[config.mk]
export PLATFORM = sky130hd
export DESIGN_NAME = decode
export DESIGN_NICKNAME = d
export VERILOG_FILES = /design/src/rtl/decode.sv
export SDC_FILE = /design/constraint.sdc
export NUM_CORES = 2
export LEC_CHECK = 0
export BUFFER_PORTS_ARGS = -buffer_cell sky130_fd_sc_hd__buf_4
export CORE_ASPECT_RATIO = 1.5
export CORE_MARGIN = 2
export CORE_UTILIZATION = 60
export CTS_CLUSTER_SIZE = 20
export DETAILED_ROUTE_END_ITERATION = 6
export PLACE_DENSITY = 0.79
export SLEW_MARGIN = 15
export SYNTH_ARGS = -nofsm -noshare
export SYNTH_HDL_FRONTEND = slang
export SYNTH_SLANG_ARGS = --single-unit
[constraint.sdc]
create_clock -name clk -period 4.49 [get_ports clk]
set_input_delay 0 -clock clk [delete_from_list [all_inputs] [get_ports clk]]
set_output_delay 0 -clock clk [all_outputs]
set_load 0.02 [all_outputs]
[src/rtl/decode.sv]
// Instruction decode stage: register file with writeback bypass,
// immediate generation, load-use hazard detection and the ID/EX register.
module decode (
  input  logic        clk,
  input  logic        rst,
  input  logic        pipe_flush,
  input  logic [31:0] if_id__pc,
  input  logic [31:0] if_id__ins,
  input  logic        if_id__predict_taken,
  input  logic [31:0] if_id__predict_target,
  input  logic        if_id__data_hazard,
  input  logic        if_id__instret,
  input  logic        wb__rd_write,
  input  logic [4:0]  wb__rd_index,
  input  logic [31:0] wb__rd_data,
  output logic        data_hazard,
  output logic [31:0] id_ex__pc,
  output logic [31:0] id_ex__imm,
  output logic [31:0] id_ex__rs1_data,
  output logic [31:0] id_ex__rs2_data,
  output logic [31:0] id_ex__predict_target,
  output logic [4:0]  id_ex__rs1_index,
  output logic [4:0]  id_ex__rs2_index,
  output logic [4:0]  id_ex__rd_index,
  output logic [4:0]  id_ex__opcode,
  output logic [2:0]  id_ex__funct3,
  output logic        id_ex__funct7_5,
  output logic        id_ex__load,
  output logic        id_ex__predict_taken,
  output logic        id_ex__instret,
  output logic        id_ex__valid
);

  localparam logic [4:0] OP_LOAD   = 5'b00000;
  localparam logic [4:0] OP_IMM    = 5'b00100;
  localparam logic [4:0] OP_AUIPC  = 5'b00101;
  localparam logic [4:0] OP_STORE  = 5'b01000;
  localparam logic [4:0] OP_OP     = 5'b01100;
  localparam logic [4:0] OP_LUI    = 5'b01101;
  localparam logic [4:0] OP_BRANCH = 5'b11000;
  localparam logic [4:0] OP_JALR   = 5'b11001;
  localparam logic [4:0] OP_JAL    = 5'b11011;
  localparam logic [4:0] OP_SYSTEM = 5'b11100;

  logic [31:0] rf_q [32];

  logic [31:0] ins;
  logic [4:0]  opc, rs1, rs2, rd_d;
  logic        is_i, is_s, is_b, is_u, is_j;
  logic        is_load, use1, use2, wb_hit;
  logic [31:0] imm_d, rs1_d, rs2_d;
  logic        live;
  logic        unused_ins;

  assign ins        = if_id__ins;
  assign opc        = ins[6:2];
  assign rs1        = ins[19:15];
  assign rs2        = ins[24:20];
  assign unused_ins = ^ins[1:0];

  assign is_load = opc == OP_LOAD;
  assign is_i    = is_load || opc == OP_IMM
                || opc == OP_JALR || opc == OP_SYSTEM;
  assign is_s    = opc == OP_STORE;
  assign is_b    = opc == OP_BRANCH;
  assign is_u    = opc == OP_LUI || opc == OP_AUIPC;
  assign is_j    = opc == OP_JAL;

  assign use1 = !(is_u || is_j);
  assign use2 = opc == OP_OP || is_s || is_b;
  assign rd_d = (is_s || is_b) ? 5'd0 : ins[11:7];

  always_comb begin
    imm_d = '0;
    unique case (1'b1)
      is_i: imm_d = {{20{ins[31]}}, ins[31:20]};
      is_s: imm_d = {{20{ins[31]}}, ins[31:25], ins[11:7]};
      is_b: imm_d = {{19{ins[31]}}, ins[31], ins[7],
                     ins[30:25], ins[11:8], 1'b0};
      is_u: imm_d = {ins[31:12], 12'd0};
      is_j: imm_d = {{11{ins[31]}}, ins[31], ins[19:12],
                     ins[20], ins[30:21], 1'b0};
      default: imm_d = '0;
    endcase
  end

  assign wb_hit = wb__rd_write && wb__rd_index != 5'd0;

  always_comb begin
    rs1_d = '0;
    rs2_d = '0;
    if (rs1 != 5'd0)
      rs1_d = (wb_hit && wb__rd_index == rs1) ? wb__rd_data : rf_q[rs1];
    if (rs2 != 5'd0)
      rs2_d = (wb_hit && wb__rd_index == rs2) ? wb__rd_data : rf_q[rs2];
  end

  // A bubble in ID/EX drops valid, so a stall can never repeat on replay.
  assign data_hazard = id_ex__valid && id_ex__load
                    && id_ex__rd_index != 5'd0 && !pipe_flush
                    && ((use1 && rs1 == id_ex__rd_index)
                     || (use2 && rs2 == id_ex__rd_index));

  assign live = !pipe_flush && !if_id__data_hazard && !data_hazard;

  always_ff @(posedge clk) begin
    if (wb_hit)
      rf_q[wb__rd_index] <= wb__rd_data;
  end

  always_ff @(posedge clk) begin
    if (rst) begin
      id_ex__pc             <= '0;
      id_ex__imm            <= '0;
      id_ex__rs1_data       <= '0;
      id_ex__rs2_data       <= '0;
      id_ex__predict_target <= '0;
      id_ex__rs1_index      <= '0;
      id_ex__rs2_index      <= '0;
      id_ex__rd_index       <= '0;
      id_ex__opcode         <= '0;
      id_ex__funct3         <= '0;
      id_ex__funct7_5       <= 1'b0;
      id_ex__load           <= 1'b0;
      id_ex__predict_taken  <= 1'b0;
      id_ex__instret        <= 1'b0;
      id_ex__valid          <= 1'b0;
    end else begin
      id_ex__pc             <= if_id__pc;
      id_ex__imm            <= imm_d;
      id_ex__rs1_data       <= rs1_d;
      id_ex__rs2_data       <= rs2_d;
      id_ex__predict_target <= if_id__predict_target;
      id_ex__rs1_index      <= rs1;
      id_ex__rs2_index      <= rs2;
      id_ex__rd_index       <= live ? rd_d : 5'd0;
      id_ex__opcode         <= opc;
      id_ex__funct3         <= ins[14:12];
      id_ex__funct7_5       <= ins[30];
      id_ex__load           <= live && is_load;
      id_ex__predict_taken  <= live && if_id__predict_taken;
      id_ex__instret        <= live && if_id__instret;
      id_ex__valid          <= live;
    end
  end

endmodule
==> flow_summary.json <==
{
  "status": "finished clean",
  "post_synth_instance_area_um2": 53700,
  "cts.htree.levels": 3,
  "crit_top_cell": "buf_4",
  "synth_cell_type_count": 63,
  "end_kind": "primary output",
  "drt_wl_total_um": 169000,
  "worst_pin_slew_ns": 1.16,
  "slowest_stage": "buf_4",
  "synth.largest_area_cell": "edfxtp_1",
  "ys_ff_latch": 1212,
  "ir_drop_uv": 340,
  "wire_per_inst_um": 35.4,
  "core_area_um2": 88900,
  "grt_overflow_total": 0,
  "leakagePower_nw": 21.6,
  "ctsHoldBuffers": 139,
  "rsz0062_at_grt": "no",
  "crit_cells": 7,
  "netlist.area_leader.share_pct": 57.3,
  "finalCriticalPeriod_ns": 3.09,
  "clkTransAtPathRegs_ns": 0.07,
  "critPathArrivalTime_ns": 3.09,
  "start_util_pct": 60.4,
  "synth_warnings": 0,
  "dieHeight_um": 370,
  "fin_util_pct": 70.6,
  "drv_slew": 0,
  "wl_met2_um": 80700,
  "ff2ff_path_depth": 6,
  "maxCapViolCount": 0,
  "wl_met1_um": 54100,
  "boundaryPins": 329,
  "port_buffers": 326,
  "numClockSinks": 1212,
  "fin_worst_skew_ns": 0.0275,
  "dpl_cell_area_um2": 57700,
  "hp-class": "in2reg",
  "cts_tree": "built",
  "dpl.cell_count": 4427,
  "async_reset_ff_share_pct": 0,
  "syn_inst": 3069,
  "setup_tns_ns": 0,
  "avgSynthCellArea_um2": 17.5,
  "grt_pass1_wl_um": 239000,
  "yosysSeqAreaShare_pct": 64.3,
  "multi_input_area_um2": 18300,
  "drc_errors": 0,
  "rows": 134,
  "die_area_um2": 91900,
  "seq_area_um2": 34500,
  "cts_setup_buffers": 0,
  "path_cells": "dlygate4sd3_1, buf_4, buf_4, xor2_1, or4_1, a21oi_4, buf_4",
  "fill_cells": 5253,
  "critPathTopFamily": "buffers and inverters",
  "cp-startpoint": "if_id__ins[23]",
  "wl_met3_um": 21600,
  "cts_repair_resize_count": 0,
  "root_buffer": "clkbuf_16",
  "insertion_delay_ns": 0.73,
  "required_ns": 4.49,
  "synthTopCellsByCount": "edfxtp_1, mux4_2, mux2i_1, dfxtp_1, clkbuf_1",
  "viasPerCell": 7.30,
  "crit_fanout": 27,
  "ant_nets": 0,
  "fin_area_um2": 62700,
  "antenna_found_initial": 8,
  "place.gp.congestion": 0.863,
  "path_buf_inv": 4,
  "cellPowerDensity_nw_per_um2": 392,
  "num_vias": 34800,
  "r2r-end": "id_ex__rd_index[2]",
  "max_stage_delay_ns": 0.63,
  "r2r_setup_slack_ns": 1.98,
  "track_usage_pct": 36.9,
  "synth_edf_count": 1024,
  "clock_path_buffers": 3,
  "grt_max_degree": 102,
  "top_layer_used": "met5",
  "finalNonFillerCells": 4770,
  "cp-start-kind": "input port",
  "drt-pass1-iter-count": 6,
  "areaGrowthSynthToFinish_pct": 16.9,
  "num-nets-final": 3658,
  "finalCritPeriodShare_pct": 68.7,
  "max_freq_ghz": 0.324,
  "endpoint": "data_hazard",
  "finalHoldViolCount": 0,
  "synth_most_common_cell": "edfxtp_1",
  "ys.flop_type": "edfxtp_1",
  "setup_viol": 0,
  "slew_headroom_pct": 22.8,
  "drive_above_1_share_pct": 29.6,
  "synth_area_leaders": "edfxtp_1, mux4_2, dfxtp_1, mux2i_1, a221o_1",
  "numCtsBuffers": 106,
  "dp_hpwl_um": 93800,
  "grt_pass1_vias": 35600,
  "r2r_start": "id_ex__rd_index[4]",
  "drt_iter0_drc": 4768,
  "critical_path_class": "in2out",
  "die_x_um": 248
}
worst min-delay path by stage:
| stage | startpoint | endpoint | slack, ns | cells past startpoint |
|---|---|---|---|---|
| 5_1_grt | if_id__ins[17] | id_ex__rs1_data[6] | 0.05 | 3 |
| 3_3_place_gp | if_id__predict_target[31] | id_ex__predict_target[31] | 0.22 | 2 |
| 3_5_place_dp | if_id__predict_target[3] | id_ex__predict_target[3] | 0.22 | 2 |
| 4_1_cts | if_id__predict_target[6] | id_ex__predict_target[6] | 0.009 | 3 |
| 2_1_floorplan | rst | id_ex__rs1_index[3] | 0.07 | 1 |
| 6_report | if_id__pc[7] | id_ex__pc[7] | 0.05 | 3 |
registers in the layout (all words and copies together), names as in the netlist, 5 cells and up:
register,count
rf_q,1024
id_ex__pc,32
id_ex__rs2_data,32
id_ex__imm,32
id_ex__rs1_data,32
id_ex__predict_target,32
id_ex__rs2_index,5
id_ex__rs1_index,5
id_ex__rd_index,5
id_ex__opcode,5
layout make-up:
| cell class | count | area share [%] |
|---|---|---|
| antenna | 2 | 0.00798 |
| clock buffer | 133 | 4.72 |
| clock inverter | 69 | 1.09 |
| inverter | 7 | 0.0519 |
| multi-input combinational | 1633 | 29.2 |
| sequential | 1212 | 55.0 |
| tap | 1156 | 2.31 |
| timing repair buffer | 558 | 7.60 |
logic make-up (layout without fill, tap and decap cells):
logic type / Yosys count / count (layout) / share of synthesized area, %
flops: 1212 / 1212 / 64.3
other cells: 1 / 34 / 0.00699
xor+xnor: 21 / 21 / 0.343
mux: 718 / 718 / 23.1
buf+inv: 255 / 767 / 2.36
simple gates: 398 / 398 / 3.75
compound gates: 464 / 464 / 6.12
tightest hold or removal path: stages:
cell,delay (ns)
dlygate4sd3_1,0.54
buf_4,0.10
nor2b_1,0.10
metrics by stage:
step / worst slack [ns] / total power, mW / hold WS (ns)
3_3_place_gp: 1.57 / 15.0 / 0.216
4_1_cts: 1.51 / 24.5 / 0.00883
6_report: 1.40 / 24.6 / 0.0483
5_1_grt: 1.40 / 25.1 / 0.0469
3_5_place_dp: 1.43 / 15.1 / 0.218
2_1_floorplan: 1.66 / 14.1 / 0.0740
routing by layer:
layer  track usage [%]  vias to the layer above
met5             0.321                        -
met4              23.2                       12
met3              9.80                      747
met2              59.1                     2978
met1              44.8                    17500
li1                  -                    13600
power by group:
group / leakage [nW] / switching, mW / total [mW] / internal [mW]
logic: 8.98 / 1.42 / 2.46 / 1.04
clock network: 1.79 / 4.24 / 9.56 / 5.32
registers: 10.8 / 0.122 / 12.6 / 12.4
total: 21.6 / 5.78 / 24.6 / 18.8
cell usage in the layout, fill, tap and decap left out, types with 71 or more instances in the layout:
cell,n
dfxtp_1,188
mux2i_1,296
nand2_1,71
dlygate4sd3_1,139
mux4_2,416
a21oi_1,112
nor2b_1,82
clkbuf_16,113
a221o_1,75
buf_4,398
edfxtp_1,1024
o21ai_0,75
nor2_1,81
Note: power is estimated with default switching activity, not from simulation.
